[src/rtl/mem_arbiter_pkg.sv]
// Shared constants for the unified instruction/data memory arbiter.
package mem_arbiter_pkg;
  localparam int FULLW           = 32;
  localparam int DEF_MAX_DSTREAK = 3;

  localparam logic [1:0] RSP_NONE = 2'd0;
  localparam logic [1:0] RSP_IF   = 2'd1;
  localparam logic [1:0] RSP_D    = 2'd2;
endpackage

[src/rtl/mem_arbiter_arb_streak.sv]
// Fixed data-first priority with a saturating streak counter that forces a fetch
// grant after MAX_DSTREAK consecutive data grants; grants are combinational.
module arb_streak
  import mem_arbiter_pkg::*;
#(
  parameter int MAX_DSTREAK = DEF_MAX_DSTREAK
) (
  input  logic clk,
  input  logic nreset,
  input  logic i_en,
  input  logic i_if_req,
  input  logic i_d_req,
  output logic o_if_gnt,
  output logic o_d_gnt
);
  localparam int SW = (MAX_DSTREAK < 1) ? 1 : $clog2(MAX_DSTREAK + 1);
  localparam logic [SW-1:0] L_MAX = SW'(MAX_DSTREAK);

  logic [SW-1:0] r_dstreak;
  logic          w_fetch_due;

  // Once data has won MAX_DSTREAK times in a row against a waiting fetch, fetch wins.
  assign w_fetch_due = i_if_req && (r_dstreak == L_MAX);
  assign o_d_gnt     = i_en && i_d_req && !w_fetch_due;
  assign o_if_gnt    = i_en && i_if_req && !o_d_gnt;

  always_ff @(posedge clk or negedge nreset) begin
    if (!nreset) begin
      r_dstreak <= '0;
    end else if (!i_if_req || o_if_gnt) begin
      r_dstreak <= '0;
    end else if (o_d_gnt && (r_dstreak != L_MAX)) begin
      r_dstreak <= r_dstreak + 1'b1;
    end
  end
endmodule

[src/rtl/mem_arbiter.sv]
// Shares one single-port synchronous RAM between fetch and load/store paths;
// 1-cycle read latency, one grant per cycle, fetch responses killed by branch flush.
module mem_arbiter
  import mem_arbiter_pkg::*;
#(
  parameter int AW          = FULLW,
  parameter int DW          = FULLW,
  parameter int MAX_DSTREAK = DEF_MAX_DSTREAK
) (
  input  logic          clk,
  input  logic          nreset,
  input  logic          if_req,
  input  logic [AW-1:0] if_addr,
  input  logic          if_flush,
  output logic          if_gnt,
  output logic          if_rvalid,
  output logic [DW-1:0] if_rdata,
  input  logic          d_req,
  input  logic          d_we,
  input  logic [AW-1:0] d_addr,
  input  logic [DW-1:0] d_wdata,
  output logic          d_gnt,
  output logic          d_rvalid,
  output logic [DW-1:0] d_rdata,
  output logic [AW-1:0] mem_ad,
  output logic [DW-1:0] mem_d,
  output logic          mem_we,
  input  logic [DW-1:0] mem_q
);
  logic          r_run;
  logic          r_flush;
  logic [1:0]    r_rsp_state;
  logic [DW-1:0] r_if_rdata;
  logic [DW-1:0] r_d_rdata;
  logic          w_if_gnt;
  logic          w_d_gnt;
  logic          w_flush_q;

  // Grants stay off until the first clock edge seen with reset released.
  always_ff @(posedge clk or negedge nreset) begin
    if (!nreset) r_run <= 1'b0;
    else         r_run <= 1'b1;
  end

  arb_streak #(.MAX_DSTREAK(MAX_DSTREAK)) u_arb (
    .clk      (clk),
    .nreset   (nreset),
    .i_en     (r_run),
    .i_if_req (if_req),
    .i_d_req  (d_req),
    .o_if_gnt (w_if_gnt),
    .o_d_gnt  (w_d_gnt)
  );

  assign if_gnt = w_if_gnt;
  assign d_gnt  = w_d_gnt;
  assign mem_ad = w_d_gnt ? d_addr : (w_if_gnt ? if_addr : '0);
  assign mem_we = w_d_gnt & d_we;
  assign mem_d  = d_wdata;

  always_ff @(posedge clk or negedge nreset) begin
    if (!nreset) begin
      r_rsp_state <= RSP_NONE;
      r_flush     <= 1'b0;
    end else begin
      r_flush <= if_flush;
      if (w_if_gnt)                r_rsp_state <= RSP_IF;
      else if (w_d_gnt && !d_we)   r_rsp_state <= RSP_D;
      else                         r_rsp_state <= RSP_NONE;
    end
  end

  // A flush in the grant cycle or in the return cycle both make the fetch stale.
  assign w_flush_q = r_flush | if_flush;
  assign if_rvalid = (r_rsp_state == RSP_IF) && !w_flush_q;
  assign d_rvalid  = (r_rsp_state == RSP_D);
  assign if_rdata  = if_rvalid ? mem_q : r_if_rdata;
  assign d_rdata   = d_rvalid  ? mem_q : r_d_rdata;

  always_ff @(posedge clk or negedge nreset) begin
    if (!nreset) begin
      r_if_rdata <= '0;
      r_d_rdata  <= '0;
    end else begin
      if (if_rvalid) r_if_rdata <= mem_q;
      if (d_rvalid)  r_d_rdata  <= mem_q;
    end
  end
endmodule

[config.mk]
export PLATFORM = sky130hd
export DESIGN_NAME = mem_arbiter
export DESIGN_NICKNAME = d
export VERILOG_FILES = /design/src/rtl/mem_arbiter_pkg.sv /design/src/rtl/mem_arbiter_arb_streak.sv /design/src/rtl/mem_arbiter.sv
export SDC_FILE = /design/constraint.sdc
export NUM_CORES = 1
export LEC_CHECK = 0
export CAP_MARGIN = 20
export CORE_MARGIN = 2
export CORE_UTILIZATION = 30
export DETAILED_ROUTE_END_ITERATION = 8
export GPL_TIMING_DRIVEN = 0
export PLACE_DENSITY_LB_ADDON = 0.05
export SETUP_SLACK_MARGIN = 0.05
export SLEW_MARGIN = 5
export SYNTH_ARGS = -nofsm -noshare
export SYNTH_HDL_FRONTEND = slang
export SYNTH_SLANG_ARGS = --single-unit
[constraint.sdc]
create_clock -name clk -period 2.71 [get_ports clk]
set_clock_uncertainty 0.05 [all_clocks]
set_input_delay 0.271 -clock clk [delete_from_list [all_inputs] [get_ports clk]]
set_output_delay 0.271 -clock clk [all_outputs]
set_load 0.005 [all_outputs]
* After elaboration in Yosys (flattened, before gate mapping) *
Index checks and enable logic that the tools add are counted.

word-level totals
  register bits = 70
  input port bits = 134
  output and inout port bits = 133

operators by class
  $add $sub $neg = 1
  eq/ne operators = 4
  muxes and demuxes = 8
  bitwise logic cells = 2
  reductions and logical operators = 15

operators by type and width
  cell                 number
  $mux 32              4
  $logic_and 1x1->1    8
  $mux 2               4
  $logic_not 1->1      5
  $eq 2x2->1 const B   2
  $add 2x1->2 const B  1
  $eq 2x1->1 const B   1
  $ne 2x2->1 const B   1
  $reduce_bool 2->1    1
  $and 1x1->1          1
  $logic_or 1x1->1     1
  $or 1x1->1           1

* Longest topological paths before layout *
  depth in word-level cells = 8
  mapped depth = 5
  mapped depth without buffers = 3

* Modules after synthesis *
A second synthesis with hierarchy kept.

second synthesis, totals
  cells, all modules = 232
  area, all modules = 3218.1 sq um

modules (own cells, without submodules)
  module       instances  cells each  area an instance (sq um)
  mem_arbiter  1          218         3084.2
  arb_streak   1          14          133.9

* Worst setup path after synthesis *
Ideal clock, no wire load.

  kind = register to output
  from = register r_rsp_state[1]
  to = output port if_rdata[22]
  arrival time = 1.382 ns
  data required time = 2.389 ns
  setup slack = 1.007 ns
  stages on the path, launching flop included = 4
  buffers on the path = 1
  cells stage by stage = dfrtp_1 -> nor4b_4 -> buf_6 -> mux2_2

between the ends
  word-level cells in the longest chain between the ends = 3

ends and longest elaborated chain
  what                    RTL line           source
  from (decl)             mem_arbiter.sv:32  logic [1:0] r_rsp_state;
  from (signal assigned)  mem_arbiter.sv:63  r_rsp_state <= RSP_NONE;
  from (signal assigned)  mem_arbiter.sv:67  if (w_if_gnt) r_rsp_state <= RSP_IF;
  from (signal assigned)  mem_arbiter.sv:68  else if (w_d_gnt && !d_we) r_rsp_state <= RSP_D;
  $eq 2x1->1              mem_arbiter.sv:75  assign if_rvalid = (r_rsp_state == RSP_IF) && !w_flush_q;
  $logic_and 1x1->1       mem_arbiter.sv:75
  via if_rvalid           mem_arbiter.sv:16  output logic if_rvalid,
  $mux 32                 mem_arbiter.sv:77  assign if_rdata = if_rvalid ? mem_q : r_if_rdata;
  to (decl)               mem_arbiter.sv:17  output logic [DW-1:0] if_rdata,

The timed path passes the listed nets, and every way through them passes these cells.

* Worst setup path after layout *
  from = register u_arb.r_dstreak[0]
  to = output port mem_ad[13]

between the ends
  word-level cells in the longest chain between the ends = 8

ends and longest elaborated chain
  what                    RTL line                      source
  from (decl)             mem_arbiter_arb_streak.sv:19  logic [SW-1:0] r_dstreak;
  from (signal assigned)  mem_arbiter_arb_streak.sv:33  r_dstreak <= r_dstreak + 1'b1;
  $eq 2x2->1 *            mem_arbiter_arb_streak.sv:23  assign w_fetch_due = i_if_req && (r_dstreak == L_MAX);
  $logic_and 1x1->1 *     mem_arbiter_arb_streak.sv:23
  $logic_not 1->1 *       mem_arbiter_arb_streak.sv:24  assign o_d_gnt = i_en && i_d_req && !w_fetch_due;
  $logic_and 1x1->1 *     mem_arbiter_arb_streak.sv:24
  $logic_not 1->1         mem_arbiter_arb_streak.sv:25  assign o_if_gnt = i_en && i_if_req && !o_d_gnt;
  $logic_and 1x1->1       mem_arbiter_arb_streak.sv:25
  $mux 32                 mem_arbiter.sv:57             assign mem_ad = w_d_gnt ? d_addr : (w_if_gnt ? if_addr : '0);
  $mux 32 *               mem_arbiter.sv:57
  to (decl)               mem_arbiter.sv:25             output logic [AW-1:0] mem_ad,

Every way passes the cells marked *; elsewhere a longest branch is shown, timed or not.

==> results.json <==
{
  "worst-path-buf-inv": 3,
  "cts_max_path_buffers": 2,
  "grt_overflow": 0,
  "hold_viol_final": 0,
  "drive_above_1_share_pct": 23.8,
  "synth_fp_nets": 441,
  "reg2reg_from": "r_rsp_state[1]",
  "ant_nets": 0,
  "critPathRequiredTime_ps": 2390,
  "cts_made_buffers": 9,
  "synth_compound_area_share_pct": 8.57,
  "rows": 39,
  "path_cells": "ha_2 -> nor2b_1 -> clkbuf_1 -> buf_2 -> o32ai_2 -> clkdlybuf4s50_1",
  "synthAdderAreaFrac_pct": 0.357,
  "cp_top_family": "buffers and inverters",
  "period_minus_slack_ps": 2550,
  "crit_path_max_incr_delay_ps": 600,
  "r2r_end": "r_d_rdata[16]",
  "synth_edf_count": 0,
  "clk_pin_slew_ps": 60,
  "p_leak_uw": 0.00267,
  "synthMuxAreaShare_pct": 20.6,
  "period_share_pct": 93.9,
  "grt_pass1_wl_um": 18400,
  "core_um2": 11400,
  "r2r_cells": 4,
  "synth-simple-area-share_pct": 9.85,
  "synth_cells": 306,
  "status": "finished clean",
  "synth_area_leaders": "dfrtp_1 (50%), mux2_2 (20%), o32ai_1 (8.0%), nand2_1 (7.1%), buf_4 (6.9%)",
  "cts_sinks": 70,
  "synth_top_family_by_area": "multiplexers",
  "worstPathArrival_ps": 2220,
  "hold_class": "input pin to async pin",
  "synth_xor_area_share_pct": 0,
  "yosysSeqAreaShare_pct": 50.0,
  "cp-end-kind": "output pin",
  "ys.flop_type": "dfrtp_1",
  "antenna_found_initial": 0,
  "synth_area_um2": 3500,
  "critPathMaxFanout": 10,
  "clock-root-buffer": "clkbuf_16",
  "die_area_um2": 12600,
  "fin_nets": 690,
  "yosysWarningCount": 0,
  "portBuffers": 234,
  "synth_top_area_share_pct": 50.0,
  "grt_usage_pct": 18.6,
  "synthTopCellsByCount": "dfrtp_1 (70), nand2_1 (66), mux2_2 (63)",
  "ios": 267,
  "clkLatencyLatePin_ps": 320,
  "cts_tree": "done",
  "maxSlewViolCount": 0,
  "grt_max_degree": 64,
  "grt_pass1_vias": 3421,
  "drv_cap": 0,
  "ys_ff_latch": 70,
  "htree_levels": 3,
  "worstSetupPathType": "register to output pin",
  "fmax_ghz": 0.393,
  "dr.pass1.iters": 4,
  "wire_per_inst_um": 17.1,
  "vias": 3255,
  "die_h_um": 112,
  "cp_slowest_cell": "clkdlybuf4s50_1",
  "reg2reg_slack_ps": 1160,
  "die_x_um": 112,
  "ys_types": 23,
  "drc": 0,
  "power_density_nw_per_um2": 592,
  "syn_avg_cell_area_um2": 11.5,
  "setup_viol": 0,
  "via_per_inst": 4.63,
  "post-route-util_pct": 56.2,
  "ir_worst_vdd_v": 0.000451,
  "drt_iter0_drc": 135,
  "async_flop_share_pct": 100,
  "path_depth": 6,
  "routed_wl_um": 12000,
  "dp_slack_ps": -15.5,
  "synth_most_common_cell": "dfrtp_1",
  "rsz0062_at_grt": "no",
  "dp_hpwl_um": 9650,
  "startpoint_type": "register",
  "n_antenna_cell": 0,
  "layout_setup_ws_ps": 165,
  "synth_top_area_cell": "dfrtp_1",
  "area_delta_synth_final_pct": 83.1,
  "start_util_pct": 30.7,
  "gp_congestion": 0.770
}
[cell families after synthesis]
logic type | after synthesis
adders and majority gates | 1
muxes | 64
AOI/OAI and AO/OA | 35
DFF | 70
and+or+nand+nor | 77
other | 1
buffers and inverters | 58
[cells in the final DEF (no fill, tap or decap), types with 2 or more instances in the layout]
master	netlist	final
a21oi_1	2	2
nand2_1	66	66
o32ai_1	32	31
dfrtp_1	70	70
clkbuf_1	14	11
bufinv_16	0	2
nand2b_1	2	2
buf_4	32	35
clkinv_4	0	2
clkdlybuf4s50_1	0	231
clkbuf_16	0	9
buf_6	3	3
buf_2	8	8
mux2_2	63	63
clkbuf_2	0	4
dlymetal6s2s_1	0	2
nor2b_1	2	2
[cell type report]
type,count,area (µm²)
fill,1016,5000
timing repair buffer,238,2400
sequential,70,1750
multi-input combinational,178,1390
buffer,57,372
clock buffer,10,229
tap,143,179
clock inverter,6,93.8
inverter,1,3.75
[power breakdown]
| group | internal [µW] | total (µW) | switching (µW) |
|---|---|---|---|
| clock | 812 | 1250 | 439 |
| combinational | 820 | 1230 | 412 |
| sequential | 1260 | 1320 | 51.9 |
[flip-flops by register name (all words and copies together), names as in the netlist]
register         flops
r_d_rdata           32
r_flush              1
r_if_rdata          32
r_rsp_state          2
r_run                1
u_arb.r_dstreak      2
[worst reg2reg max path, cell delays in order (launching register included)]
cell	delay [ps]
dfrtp_1	370
nor2b_1	130
buf_2	170
buf_2	290
mux2_2	400
[per-layer routing]
| layer | routed length [µm] | up-vias | track usage, % |
|---|---|---|---|
| met1 | 4540 | 1546 | 20.7 |
| met2 | 6250 | 141 | 33.7 |
| met3 | 981 | 17 | 6.37 |
| li1 | - | 1551 | - |
| met5 | 0 | - | 0 |
| met4 | 238 | 0 | 5.61 |
[how the worst max path moves through the flow]
stage | to | startpoint | slack, ps
floorplan | if_rdata[22] | r_rsp_state[1] | 1010
global placement | r_d_rdata[24] | nreset | -1040
detailed placement | if_rdata[30] | if_flush | -20
CTS | mem_ad[13] | u_arb.r_dstreak[0] | 60
global route | mem_ad[13] | if_req | 40
finish | mem_ad[13] | u_arb.r_dstreak[0] | 160
[metrics by stage]
step / hold slack (ps) / total power, µW / setup TNS [ps] / instances / cell area (µm²)
2_1_floorplan: -74.6 / 1750 / 0 / 306 / 3500
3_3_place_gp: 417 / 2560 / -72190 / 683 / 6030
3_5_place_dp: 55.4 / 2580 / -51.7 / 684 / 6050
4_1_cts: 254 / 3870 / 0 / 703 / 6400
5_1_grt: 260 / 4010 / 0 / 703 / 6420
6_report: 268 / 3800 / 0 / 703 / 6420
[what timing repair did]
| action | 4_1_cts | 5_1_grt |
|---|---|---|
| hold endpoints to repair | 63 | 0 |
| gates resized for setup | 0 | 12 |
| buffers inserted | 2 | 0 |
| pin swaps | 1 | 0 |
| hold buffers | 1 | 0 |
| endpoints found under the setup margin | 29 | 26 |
Note: power is estimated with default switching activity, not from simulation.
==> variant: new RTL, same settings <==
Make the reset (`nreset`) synchronous in 4 clocked blocks.
--- a/src/rtl/mem_arbiter_arb_streak.sv
+++ b/src/rtl/mem_arbiter_arb_streak.sv
@@ -24,7 +24,7 @@
   assign o_d_gnt     = i_en && i_d_req && !w_fetch_due;
   assign o_if_gnt    = i_en && i_if_req && !o_d_gnt;
 
-  always_ff @(posedge clk or negedge nreset) begin
+  always_ff @(posedge clk) begin
     if (!nreset) begin
       r_dstreak <= '0;
     end else if (!i_if_req || o_if_gnt) begin
--- a/src/rtl/mem_arbiter.sv
+++ b/src/rtl/mem_arbiter.sv
@@ -37,7 +37,7 @@
   logic          w_flush_q;
 
   // Grants stay off until the first clock edge seen with reset released.
-  always_ff @(posedge clk or negedge nreset) begin
+  always_ff @(posedge clk) begin
     if (!nreset) r_run <= 1'b0;
     else         r_run <= 1'b1;
   end
@@ -58,7 +58,7 @@
   assign mem_we = w_d_gnt & d_we;
   assign mem_d  = d_wdata;
 
-  always_ff @(posedge clk or negedge nreset) begin
+  always_ff @(posedge clk) begin
     if (!nreset) begin
       r_rsp_state <= RSP_NONE;
       r_flush     <= 1'b0;
@@ -77,7 +77,7 @@
   assign if_rdata  = if_rvalid ? mem_q : r_if_rdata;
   assign d_rdata   = d_rvalid  ? mem_q : r_d_rdata;
 
-  always_ff @(posedge clk or negedge nreset) begin
+  always_ff @(posedge clk) begin
     if (!nreset) begin
       r_if_rdata <= '0;
       r_d_rdata  <= '0;
Behaviour: differs if nreset is asserted again (counterexample within 4 cycles, from zero or initial values and one cycle with nreset low); with nreset held inactive, the same outputs for 10 cycles.
==> variant against the original RTL <==
- via count is 7.3% lower
- non-clock buffer count down 8
- synthesized area fell by 3.6%
- routed wire length decreased by 5.8%
- cell area down 3.6%
- global-route usage shrank 0.52 points
- sequential cell count did not move
- worst setup slack worse by 16 ps
- critical endpoint is now mem_ad[30]
Power is not compared: it rests on default switching activity, and its combinational part moved more than twofold at a synthesized area within 25%.
==> variant: results (changes against the original RTL) <==
- DR iter-0 viols: 77 (was 135)
- Min Hold Slack: 438 ps (was 268 ps)
- DR vias: 3016 (was 3255)
- R2r endpoint: r_d_rdata[9] (was r_d_rdata[16])
- Largest net degree at the start of global routing: 12 (was 64)
- DP Worst Slack: -83.3 ps (was -15.5 ps)
- Vias in the first global route: 3103 (was 3421)
- Multi-input gate count: 179 (was 178)
- Multi-input combinational area share: 26.6% (was 21.7%)
- Clk tree area frac: 4.15% (was 5.03%)
- Routed WL: 11.3 mm (was 12.0 mm)
- First-pass GRT wire length: 16.3 mm (was 18.4 mm)
- Synth top cells by count: 70 x dfxtp_1, 51 x and2_1, 44 x mux2_2, 32 x a22o_1, 32 x buf_4 (was 70 x dfrtp_1, 66 x nand2_1, 63 x mux2_2, 32 x buf_4, 32 x o32ai_1)
- Syn_nets: 437 (was 441)
- Dpl cell area: 5900 um^2 (was 6050 um^2)
- GRT Total Usage: 18.1% (was 18.6%)
- Non-CTS buffers: 287 (was 295)
- Sequential share of the synthesized area: 41.5% (was 50.0%)
- Worst path arrival time: 2240 ps (was 2220 ps)
- Routability congestion estimate: 0.768 (was 0.770)
- Placed insts: 676 (was 684)
- DP Wirelength: 9.44 mm (was 9.65 mm)
- Avg WL per Cell: 16.3 um (was 17.1 um)
- Synthesized netlist cell count: 302 (was 306)
- Outcome: finished clean (unchanged)
- Hold/Removal Path Class: register to register (was primary input to async pin)
- CP max stage delay: 500 ps (was 600 ps)
- Share of post-route cells with drive strength above 1: 25.7% (was 23.8%)
[variant: worst max-delay path by stage]
stage	cells past startpoint	startpoint	end	slack [ps]
2_1_floorplan	4	r_rsp_state[1]	r_if_rdata[0]	1060
3_3_place_gp	6	d_req	mem_ad[14]	-60
3_5_place_dp	6	d_req	mem_ad[14]	-80
4_1_cts	6	u_arb.r_dstreak[0]	mem_ad[14]	70
5_1_grt	6	u_arb.r_dstreak[0]	mem_ad[14]	40
6_report	6	u_arb.r_dstreak[0]	mem_ad[30]	150
[variant: per-layer routing]
metal | GRT usage (%) | part of all wire [%] | up-vias
met2 | 34.3 | 54 | 133
met1 | 18.4 | 36 | 1378
met5 | 0 | 0 | -
met3 | 6.35 | 8.8 | 10
li1 | - | - | 1495
met4 | 5.98 | 1.6 | 0
[variant: repair_timing]
action                     in CTS  in global routing
pin swaps                       1                  0
gates resized for setup         5                  4
setup endpoints to repair      44                 14
setup buffers                   1                  0
[variant: logic make-up after synthesis]
kind of cell | count (synthesis) | share of synthesized area, %
multiplexers | 64 | 23.6
adder cells (fa/ha/maj) | 1 | 0.370
AO/OA/AOI/OAI | 35 | 8.74
buffers and inverters | 53 | 10.3
flip-flops | 70 | 41.5
AND/OR/NAND/NOR | 79 | 15.5
[variant: through the flow]
stage               utilization, %  total power, mW
global route                  56.6             2.69
detailed placement            53.9             1.59
floorplan                        -             1.23
CTS                           56.4             2.62
global placement              53.9             1.58
finish                        56.6             2.57
[variant: report_power, final]
group	total [mW]	internal [mW]	leakage, nW	switching (mW)
sequential	1.05	1.05	0.566	0.00590
clock	1.01	0.606	0.128	0.403
combinational	0.508	0.356	1.86	0.152
total	2.57	2.01	2.55	0.560
